[src/rtl/ex_mem_pipe.sv]
// EX/MEM pipeline stage: registered ALU result plus MEM/WB control, with a valid/ready handshake
// backed by a 2-entry skid buffer, branch resolution and a saturating stall counter.
module ex_mem_pipe #(
    parameter int unsigned DATA_WIDTH = 32,
    parameter int unsigned REG_ADDR_W = 5,
    parameter int unsigned CNT_W      = 16
) (
    input  logic                  clk_i,
    input  logic                  rst_i,
    input  logic                  valid_i,
    output logic                  ready_o,
    input  logic [DATA_WIDTH-1:0] alu_data_i,
    input  logic                  zero_i,
    input  logic [DATA_WIDTH-1:0] wdata_i,
    input  logic [REG_ADDR_W-1:0] rd_i,
    input  logic [3:0]            ctrl_i,
    input  logic                  branch_i,
    input  logic [DATA_WIDTH-1:0] btarget_i,
    input  logic                  flush_i,
    output logic                  valid_o,
    input  logic                  ready_i,
    output logic [DATA_WIDTH-1:0] alu_data_o,
    output logic [DATA_WIDTH-1:0] wdata_o,
    output logic [REG_ADDR_W-1:0] rd_o,
    output logic [3:0]            ctrl_o,
    output logic                  branch_taken_o,
    output logic [DATA_WIDTH-1:0] btarget_o,
    output logic [CNT_W-1:0]      stall_cnt_o
);

    typedef struct packed {
        logic [DATA_WIDTH-1:0] alu_data;
        logic                  zero;
        logic [DATA_WIDTH-1:0] wdata;
        logic [REG_ADDR_W-1:0] rd;
        logic [3:0]            ctrl;
        logic                  branch;
        logic [DATA_WIDTH-1:0] btarget;
    } entry_t;

    entry_t           in_entry;
    entry_t           o_q, o_d, s_q, s_d;
    logic             o_valid_q, o_valid_d, s_valid_q, s_valid_d;
    logic [CNT_W-1:0] stall_cnt_q, stall_cnt_d;
    logic             up_xfer, down_xfer;

    assign in_entry = '{
        alu_data: alu_data_i,
        zero:     zero_i,
        wdata:    wdata_i,
        rd:       rd_i,
        ctrl:     ctrl_i,
        branch:   branch_i,
        btarget:  btarget_i
    };

    // Readiness is purely a function of skid occupancy, so it never depends on ready_i.
    assign ready_o   = ~s_valid_q;
    assign up_xfer   = valid_i & ~s_valid_q;
    assign down_xfer = o_valid_q & ready_i;

    always_comb begin
        o_d       = o_q;
        s_d       = s_q;
        o_valid_d = o_valid_q;
        s_valid_d = s_valid_q;
        if (flush_i) begin
            o_valid_d = 1'b0;
            s_valid_d = 1'b0;
        end else if (!o_valid_q || down_xfer) begin
            if (s_valid_q) begin
                o_d       = s_q;
                o_valid_d = 1'b1;
                s_valid_d = 1'b0;
            end else begin
                o_valid_d = up_xfer;
                if (up_xfer) begin
                    o_d = in_entry;
                end
            end
        end else if (up_xfer) begin
            s_d       = in_entry;
            s_valid_d = 1'b1;
        end
    end

    always_comb begin
        stall_cnt_d = stall_cnt_q;
        if (o_valid_q && !ready_i && (stall_cnt_q != {CNT_W{1'b1}})) begin
            stall_cnt_d = stall_cnt_q + CNT_W'(1);
        end
    end

    always_ff @(posedge clk_i or posedge rst_i) begin
        if (rst_i) begin
            o_q         <= '0;
            s_q         <= '0;
            o_valid_q   <= 1'b0;
            s_valid_q   <= 1'b0;
            stall_cnt_q <= '0;
        end else begin
            o_q         <= o_d;
            s_q         <= s_d;
            o_valid_q   <= o_valid_d;
            s_valid_q   <= s_valid_d;
            stall_cnt_q <= stall_cnt_d;
        end
    end

    // Control and branch outcome are gated so bubbles cannot write registers or memory.
    assign valid_o        = o_valid_q;
    assign alu_data_o     = o_q.alu_data;
    assign wdata_o        = o_q.wdata;
    assign rd_o           = o_q.rd;
    assign ctrl_o         = o_valid_q ? o_q.ctrl : 4'b0000;
    assign branch_taken_o = o_valid_q & o_q.branch & o_q.zero;
    assign btarget_o      = o_q.btarget;
    assign stall_cnt_o    = stall_cnt_q;

endmodule

[config.mk]
export PLATFORM = sky130hd
export DESIGN_NAME = ex_mem_pipe
export DESIGN_NICKNAME = d
export VERILOG_FILES = /design/src/rtl/ex_mem_pipe.sv
export SDC_FILE = /design/constraint.sdc
export NUM_CORES = 1
export LEC_CHECK = 0
export BUFFER_PORTS_ARGS = -buffer_cell sky130_fd_sc_hd__clkbuf_2
export CAP_MARGIN = 40
export CORE_MARGIN = 2
export CORE_UTILIZATION = 56
export CTS_BUF_LIST = sky130_fd_sc_hd__clkbuf_4 sky130_fd_sc_hd__clkbuf_8
export DETAILED_ROUTE_END_ITERATION = 16
export PLACE_DENSITY = 0.82
export SLEW_MARGIN = 20
export SYNTH_ARGS = -nofsm -noshare
export SYNTH_HDL_FRONTEND = slang
export SYNTH_SLANG_ARGS = --single-unit
[constraint.sdc]
create_clock -name clk_i -period 8.4 [get_ports clk_i]
set_clock_uncertainty 0.15 [all_clocks]
set_input_delay 1.26 -clock clk_i [delete_from_list [all_inputs] [get_ports clk_i]]
set_output_delay 1.26 -clock clk_i [all_outputs]
set_load 0.01 [all_outputs]
==> flow_summary.ini, run 1 <==
[route]
postRouteAntennaNets = 0
viasPerCell = 5.36
num_vias = 6813
drc = 0
routed_wirelength_microns = 20800
drtPass1Iterations = 4
wl_per_cell_microns = 16.3
drt_iter0_drc = 269

[sta]
min_period_ns = 3.17
worstMarginPinSlew_ns = 0.747
relSlewSlack_pct = 50.2
finalSetupTns_ns = 0
rsz0062_at_grt = false
timing.fmax_mhz = 316
finalCritPeriodShare_pct = 37.7
setup_viol = 0
finalHoldViolCount = 0
finalMaxSlewViolations = 0

[floorplan]
num_rows = 50
ios = 236
core_sq_um = 18600
die_h_microns = 141
die_area_sq_um = 19900
start_util_pct = 56.7
die_x_microns = 141

[worst_setup_path]
worst_setup_path_start_kind = flop
cpLargestDelayFamily = flip-flops
path_class = flop to primary output
cp_num_buf_inv = 3
cp_max_fo = 29
cp_cell_sequence = buf_12, inv_1, clkbuf_2
slowest_stage = dfrtp_4
arrival_ns = 1.76
cpPeakStageDelay_ns = 0.73
endpoint_kind = primary output
crit_required_ns = 6.99

[power_and_ir_drop]
ir_drop_v = 0.000154
p_switching_w = 0.000797
p_seq_share_pct = 50.3
leakage_nw = 5.44
finalPower_w = 0.00295
p_clk_share_pct = 32.6
p_sw_share_pct = 27.0
p_int_w = 0.00216
pwr_density_cell_nw_per_um2 = 247
pwr-share-comb_pct = 17.2

[grt]
grt.overflow.total = 0
grt_pass1_vias = 6950
grt_pass1_wl_microns = 33900
antenna_found_initial = 0
use_met1_pct = 26.6
grt_busiest_layer = met2
grt_max_degree = 83
track_usage_pct = 21.0
gr-usage-met3_pct = 5.94
use_met2_pct = 35.2

[cts]
hold_buffers = 0
clockBufferDepth = 3
htree_levels = 2
cts.repair.resized = 0
cts_tree = yes
root_buffer = clkbuf_8
cts_num_sinks = 232
cts.clk_slew.worst_paths_ns = 0.05
postCtsSetupRepairBufs = 0
cts_buffers = 40
clk_latency_ns = 0.52

[synth]
synth_cells = 878
synth_area_sq_um = 10500
synth_area_leaders = dfrtp_1, mux2_2, mux2i_1
synth_seq_cells = 232
avgSynthCellArea_sq_um = 12.0
synth_seq_area_share_pct = 55.1
ys_types = 32
synth_top_area_cell = dfrtp_1
synth_top_area_share_pct = 55.1
yosys_warnings = 0
syn-num-nets = 991

[run_status]
status = finished, final reports clean

[job]
maxCapViolations = 0

[finish]
antenna_cells = 0
fill_cells = 1429
synthToLayoutAreaGrowth_pct = 13.5
drive_above_1_share_pct = 41.2
nets = 1132

[placed_design]
numPortBuffers = 235
hpwl_microns = 13900
place_congestion = 0.751

[min_path]
min_path_type = flop to flop
-- worst paths after layout --
check                               start       endpoint  slack [ns]  cells past startpoint
worst max-delay path            s_valid_q        ready_o        5.23                      3
worst min-delay path              s_q[33]        s_q[33]        0.35                      1
worst max register to register    valid_o        s_q[41]        5.90                      4
worst min register to register    s_q[33]        s_q[33]        0.35                      1
max in group asynchronous           rst_i  btarget_o[16]        5.94                      5
min in group asynchronous           rst_i    wdata_o[27]        0.66                      2
-- worst register-to-register path, cell delays in order (launching register included) --
cell     delay (ns)
dfrtp_1        0.49
nor2b_1        0.65
nand3_4        0.26
buf_4          0.44
mux2_2         0.39
-- routing by layer --
metal / wire (microns) / vias up / share of wire, %
met4: 474 / 0 / 2.3
li1: - / 3196 / -
met2: 10300 / 197 / 49
met1: 8730 / 3380 / 42
met5: 0 / - / 0
met3: 1320 / 40 / 6.3
-- final cells by class --
type | count | area [sq um] | share of cell area (%)
timing repair buffer | 248 | 1390 | 11.6
multi-input combinational | 495 | 3710 | 31.0
tap | 234 | 293 | 2.45
inverter | 2 | 15.0 | 0.126
clock buffer | 59 | 731 | 6.11
clock inverter | 2 | 12.5 | 0.105
sequential | 232 | 5810 | 48.6
-- power groups by stage --
stage | Combinational (W) | Sequential [W] | Clock (W)
after floorplan | 0.000439 | 0.00147 | 0
after global placement | 0.000482 | 0.00149 | 0
after detailed placement | 0.000513 | 0.00150 | 0
after CTS | 0.000514 | 0.00148 | 0.000991
after global routing | 0.000562 | 0.00151 | 0.00105
final | 0.000507 | 0.00148 | 0.000963
-- flip-flops by register name (all words and copies together) (netlist names) --
name and cells:
o_q 6, s_q 107, rd_o 5, valid_o 1
alu_data_o 32, s_valid_q 1, wdata_o 32, stall_cnt_o 16
btarget_o 32
-- cells in the mapped netlist --
cell      count
a21oi_1     108
and2_1        4
and3_1        3
and3_2        2
buf_1         1
buf_2        21
buf_4       108
buf_6         5
clkbuf_1     14
dfrtp_1     232
ha_1          1
inv_1         2
mux2_2      108
mux2_4        1
mux2i_1     107
nand2_1       6
nand2_4       1
nand2b_1      1
nand3_1       9
nand3_2       1
nand4_1       2
nand4_4       2
nor2_1      112
nor2b_1       1
nor3_1        5
nor3_2        1
nor4_1        3
o311ai_0      1
or3b_2        1
or4b_1        1
xnor2_1      10
xor2_1        4
-- per-stage QoR --
step | hold WS, ns | cell area (sq um) | instances | util, % | setup slack (ns)
2_1_floorplan | 0.329 | 10500 | 878 | - | 0.629
3_3_place_gp | 0.336 | 11000 | 1203 | 59.4 | 4.37
3_5_place_dp | 0.343 | 11200 | 1209 | 60.2 | 4.35
4_1_cts | 0.355 | 11900 | 1270 | 64.2 | 4.88
5_1_grt | 0.361 | 12000 | 1272 | 64.4 | 5.12
6_report | 0.352 | 12000 | 1272 | 64.4 | 5.23
-- cell usage in the layout, fill, tap and decap left out, types with 2 or more instances in the layout --
cell,n
clkbuf_2,236
dfrtp_1,231
nor2_1,112
mux2_2,108
a21oi_1,108
mux2i_1,107
clkbuf_8,46
clkbuf_4,13
xnor2_1,10
nand3_1,9
nand2_1,6
nor3_1,5
buf_4,5
and2_1,4
xor2_1,4
buf_16,4
and3_1,3
nor4_1,3
buf_12,3
nand4_4,2
nand4_1,2
and3_2,2
-- logic make-up (layout without fill, tap and decap cells) --
group | count (synthesis) | in the layout | share of synthesized area (%)
mux | 216 | 216 | 21.9
buf+inv | 151 | 311 | 9.83
flops | 232 | 232 | 55.1
xor+xnor | 14 | 14 | 1.16
fa+ha+maj | 1 | 1 | 0.119
simple gates | 155 | 155 | 6.72
compound gates | 109 | 109 | 5.21
Note: power is estimated with default switching activity, not from simulation.
==> run 2, diff against run 1 <==
- clock period: 8.4 -> 3 ns (I/O delays scaled with it)
==> run 2 against run 1 <==
Against the previous run:
- flip-flop and latch count unchanged
- global-route usage is 0.38 points lower
- clock power grew to 2.9 times the previous value
- wire length shrank 1.0%
- total power grew to 2.8 times the previous value
- critical endpoint unchanged
- largest power group unchanged
==> flow_summary.ini, run 2 (same netlist as run 1, synthesis figures left out) <==
[cts]
clk_latency_ns = 0.51
htree_levels = 2
cts_num_sinks = 232
clockBufferDepth = 3
cts.repair.resized = 0
cts_tree = yes
cts_buffers = 39
root_buffer = clkbuf_8
cts.clk_slew.worst_paths_ns = 0.06

[power_and_ir_drop]
finalPower_w = 0.00839
p_switching_w = 0.00225
p_int_w = 0.00614
p_sw_share_pct = 26.8
pwr_density_cell_nw_per_um2 = 696
ir_drop_v = 0.000344
p_clk_share_pct = 33.6
p_seq_share_pct = 49.5
leakage_nw = 5.49
pwr-share-comb_pct = 17.0

[route]
drt_iter0_drc = 189
routed_wirelength_microns = 20600
drc = 0
postRouteAntennaNets = 0
num_vias = 6741
viasPerCell = 5.25
drtPass1Iterations = 4
wl_per_cell_microns = 16.0

[placed_design]
hpwl_microns = 13800
place_congestion = 0.779
numPortBuffers = 235

[finish]
drive_above_1_share_pct = 41.7
nets = 1137
layout_common_cells = clkbuf_2, dfrtp_1, nor2_1
synthToLayoutAreaGrowth_pct = 14.3
layout_commonest_cell = clkbuf_2
largest_reg_flops = 107
regMostFlops = s_q
antenna_cells = 0

[worst_setup_path]
cp_num_buf_inv = 3
crit_required_ns = 2.40
cp_max_fo = 35
path_class = flop to primary output
crit_start = s_valid_q
r2r_start = valid_o
arrival_ns = 1.77
cpPeakStageDelay_ns = 0.53
slowest_stage = buf_4
regToRegSetupSlack_ns = 0.86
cpLargestDelayFamily = buffers and inverters
endpoint_kind = primary output
worst_setup_path_start_kind = flop
cp_cell_sequence = buf_4, inv_1, clkbuf_2

[min_path]
hp-start = alu_data_i[1]
min_path_type = input port to flop

[sta]
finalHoldViolCount = 0
min_period_ns = 2.37
worstMarginPinSlew_ns = 0.629
finalMaxSlewViolations = 0
worst_hold_slack_ns = 0.0324
finalCritPeriodShare_pct = 79.0
relSlewSlack_pct = 58.1
timing.fmax_mhz = 422
finalSetupTns_ns = 0
rsz0062_at_grt = false
setup_viol = 0

[run_status]
status = finished, final reports clean

[grt]
grt_max_degree = 109
grt.overflow.total = 0
antenna_found_initial = 0
grt_pass1_vias = 6877
grt_pass1_wl_microns = 33400
track_usage_pct = 20.7

[job]
maxCapViolations = 0

[floorplan]
die_x_microns = 141
ios = 236
core_sq_um = 18600
die_h_microns = 141
start_util_pct = 56.7
num_rows = 50
die_area_sq_um = 19900
[run 2: cell count changes in the layout (fill, tap and decap cells not counted)]
| cell | change |
|---|---|
| clkbuf_2 | -1 |
| clkbuf_8 | -1 |
| buf_12 | +4 |
| buf_16 | -3 |
| inv_8 | -1 |
| buf_4 | +3 |
| dlymetal6s2s_1 | +1 |
| clkbuf_4 | +9 |
| dlygate4sd3_1 | +2 |
[run 2: area by class of cell]
class,instances,area [sq um]
clock buffers,67,785
clock inverters,1,5.00
inverters,2,11.3
fillers,1430,6530
multi-input cells,495,3710
well taps,234,293
flip-flops and latches,232,5810
repair buffers,254,1440
[run 2: what timing repair did]
action / 4_1_cts / 5_1_grt
hold endpoints to repair: 14 / 0
hold buffers: 2 / 0
buffers inserted: 0 / 0
[run 2: final timing paths]
check / to / depth (start not counted)
worst max-delay path: ready_o / 3
worst min-delay path: s_q[76] / 2
worst max register to register: s_q[22] / 5
worst min register to register: s_q[61] / 1
max in group asynchronous: stall_cnt_o[5] / 5
min in group asynchronous: alu_data_o[17] / 3
[run 2: power by group through the flow]
stage	registers [W]	logic [W]	clock network (W)
2_1_floorplan	0.00410	0.00123	0
3_3_place_gp	0.00416	0.00138	0
3_5_place_dp	0.00420	0.00144	0
4_1_cts	0.00415	0.00145	0.00289
5_1_grt	0.00423	0.00158	0.00302
6_report	0.00415	0.00142	0.00281
[run 2: metal layers]
layer  track usage, %  wire [microns]  up-vias
li1                 -               -     3219
met4             7.37             475        0
met2             34.7           10100      184
met1             26.3            8760     3303
met5                0               0        -
met3             4.93            1250       35
[run 2: through the flow]
step,instances,instance area [sq um],setup WS [ns],utilization (%)
floorplan,878,10500,-0.636,-
global placement,1213,11200,0.946,60.3
detailed placement,1214,11200,0.904,60.4
CTS,1284,12000,0.582,64.8
global route,1285,12000,0.516,64.8
finish,1285,12000,0.631,64.8
==> run 3, diff against run 2 <==
- ABC_AREA: default -> 1
- CORE_UTILIZATION: 56 -> 57
- PLACE_DENSITY: 0.82 -> 0.83
- clock period: 3 -> 2.3 ns (I/O delays scaled with it)
==> run 3 against run 2 <==
Against the previous run:
- sequential share of layout area decreased by 5.9 points
- synthesized cell count increased by 49%
- setup slack got worse by 0.26 ns
- register-to-register slack got worse by 0.45 ns
- cell area increased by 14%
- wire length increased by 31%
- first-iteration DRC count increased to 3.4 times the previous value
- critical path depth unchanged
- non-clock buffer count increased by 105
- area after synthesis increased by 6.6%
- final cell count increased by 42%
- largest cell class unchanged
==> flow_summary.ini, run 3 <==
[grt]
grt.overflow.total = 0
grt_max_degree = 104
grt_pass1_vias = 9028
antenna_found_initial = 1
grt_pass1_wl_microns = 43400
track_usage_pct = 26.0

[cts]
clockBufferDepth = 3
root_buffer = clkbuf_8
cts_tree = yes
hold_buffers = 110
cts_num_sinks = 232
clk_latency_ns = 0.52
cts.clk_slew.worst_paths_ns = 0.06
postCtsSetupRepairBufs = 0
cts_buffers = 39
cts.repair.resized = 0
htree_levels = 2

[route]
num_vias = 9301
drc = 0
drt_iter0_drc = 646
routed_wirelength_microns = 26800
postRouteAntennaNets = 0
drtPass1Iterations = 5
wl_per_cell_microns = 14.7
viasPerCell = 5.09

[floorplan]
num_rows = 51
ios = 236
start_util_pct = 57.9
die_area_sq_um = 20900
die_x_microns = 144
core_sq_um = 19400
die_h_microns = 144

[synth]
synth_edf_count = 0
synth_cells = 1305
avgSynthCellArea_sq_um = 8.61
synth_area_leaders = dfrtp_1, nand2_1, buf_4
synth_common_cells = nand2_1, dfrtp_1, o21ai_0, inv_1, o21ai_1
async_flop_share_pct = 100
yosys_warnings = 0
synth_top_area_share_pct = 51.7
syn-num-nets = 1418
synth_seq_area_share_pct = 51.7
ys_types = 26
synth_ff_type = dfrtp_1
synth_area_sq_um = 11200
synth_seq_cells = 232
yosysMostFrequentCell = nand2_1
synth_top_area_cell = dfrtp_1

[power_and_ir_drop]
pwr_density_cell_nw_per_um2 = 831
ir_drop_v = 0.000649
leakage_nw = 7.34

[placed_design]
dpl_cell_area_sq_um = 11700
numPortBuffers = 235
hpwl_microns = 15000
dp_worst_setup_slack_ns = 0.450
place_congestion = 0.876

[finish]
drive_above_1_share_pct = 25.0
synthToLayoutAreaGrowth_pct = 22.2
fill_cells = 1353
layout_common_cells = nand2_1, clkbuf_2, dfrtp_1
regMostFlops = s_q
largest_reg_flops = 107
nets = 1647
layout_commonest_cell = nand2_1
multi_input_comb_area_sq_um = 3670
fin_util_pct = 70.8
fin_area_sq_um = 13700
final-seq-area_sq_um = 5810

[sta]
rsz0062_at_grt = false
min_period_ns = 1.93
worstMarginPinSlew_ns = 0.560
finalHoldViolCount = 0
setup_viol = 0
timing.fmax_mhz = 519
finalMaxSlewViolations = 0
finalCritPeriodShare_pct = 83.7
finalSetupTns_ns = 0
setup_slack_ns = 0.374
worst_hold_slack_ns = 0.0333
relSlewSlack_pct = 62.7

[worst_setup_path]
endpoint_kind = primary output
worst_setup_path_start_kind = flop
cp_max_fo = 7
path_class = flop to primary output
crit_required_ns = 1.80
r2r_start = stall_cnt_o[0]
r2r-end = stall_cnt_o[4]
r2r_cells = 9
crit_start = valid_o
arrival_ns = 1.43
regToRegSetupSlack_ns = 0.41

[min_path]
min_path_type = input port to flop
hold-path-cell-count = 4
hp-start = ready_i
holdPathEnd = s_valid_q

[run_status]
status = finished, final reports clean

[job]
maxCapViolations = 0
run 3: changes by cell type in the layout (fill, tap and decap cells not counted), sizes merged, moves of 5 or more:
cell         delta
dlygate4sd3   +108
mux2i         -107
and3            -5
nand2         +388
nor2           -84
inv           +127
mux2          -109
o21ai         +323
a21oi         -107
nor3            -5
run 3: power breakdown:
| group | switching [W] | total [W] | internal [W] |
|---|---|---|---|
| Clock | 0.00165 | 0.00406 | 0.00241 |
| Combinational | 0.00115 | 0.00206 | 0.000907 |
| Sequential | 0.000452 | 0.00529 | 0.00484 |
| Total | 0.00325 | 0.0114 | 0.00816 |
run 3: cell type report:
| class | instances | share of cell area, % |
|---|---|---|
| Clock inverter | 5 | 0.383 |
| Sequential cell | 232 | 42.3 |
| Antenna cell | 1 | 0.0182 |
| Multi-Input combinational cell | 773 | 26.7 |
| Clock buffer | 65 | 6.11 |
| Inverter | 129 | 3.63 |
| Tap cell | 265 | 2.41 |
| Timing Repair Buffer | 359 | 18.4 |
run 3: layer usage:
layer | track usage (%) | vias up | part of all wire, % | routed length (microns)
met5 | 0 | - | 0 | 0
met4 | 12.5 | 0 | 3.9 | 1050
met2 | 43.4 | 350 | 50 | 13400
li1 | - | 4497 | - | -
met3 | 5.66 | 87 | 6.0 | 1620
met1 | 32.3 | 4367 | 40 | 10800
run 3: critical path, stage by stage, from the launching register on:
cell and delay, ns:
dfrtp_1 0.52, nand2_1 0.08, nor2_1 0.14, clkbuf_2 0.18
run 3: per-stage QoR:
step	total power, W	cells
3_3_place_gp	0.00709	1648
5_1_grt	0.0120	1829
6_report	0.0114	1829
2_1_floorplan	0.00687	1305
4_1_cts	0.0114	1828
3_5_place_dp	0.00719	1648
run 3: how the worst max path moves through the flow:
stage / endpoint / slack (ns) / cells after the start
2_1_floorplan: alu_data_o[0] / -1.23 / 1
5_1_grt: stall_cnt_o[4] / 0.22 / 9
6_report: branch_taken_o / 0.37 / 3
3_5_place_dp: stall_cnt_o[0] / 0.45 / 9
4_1_cts: branch_taken_o / 0.34 / 3
3_3_place_gp: stall_cnt_o[8] / 0.52 / 9
run 3: logic make-up after synthesis:
| logic type | Yosys count | share of synthesized area, % |
|---|---|---|
| XOR/XNOR | 6 | 0.468 |
| flip-flops | 232 | 51.7 |
| AO/OA/AOI/OAI | 325 | 16.5 |
| adder cells (fa/ha/maj) | 1 | 0.111 |
| AND/OR/NAND/NOR | 441 | 15.6 |
| buffers and inverters | 300 | 15.7 |
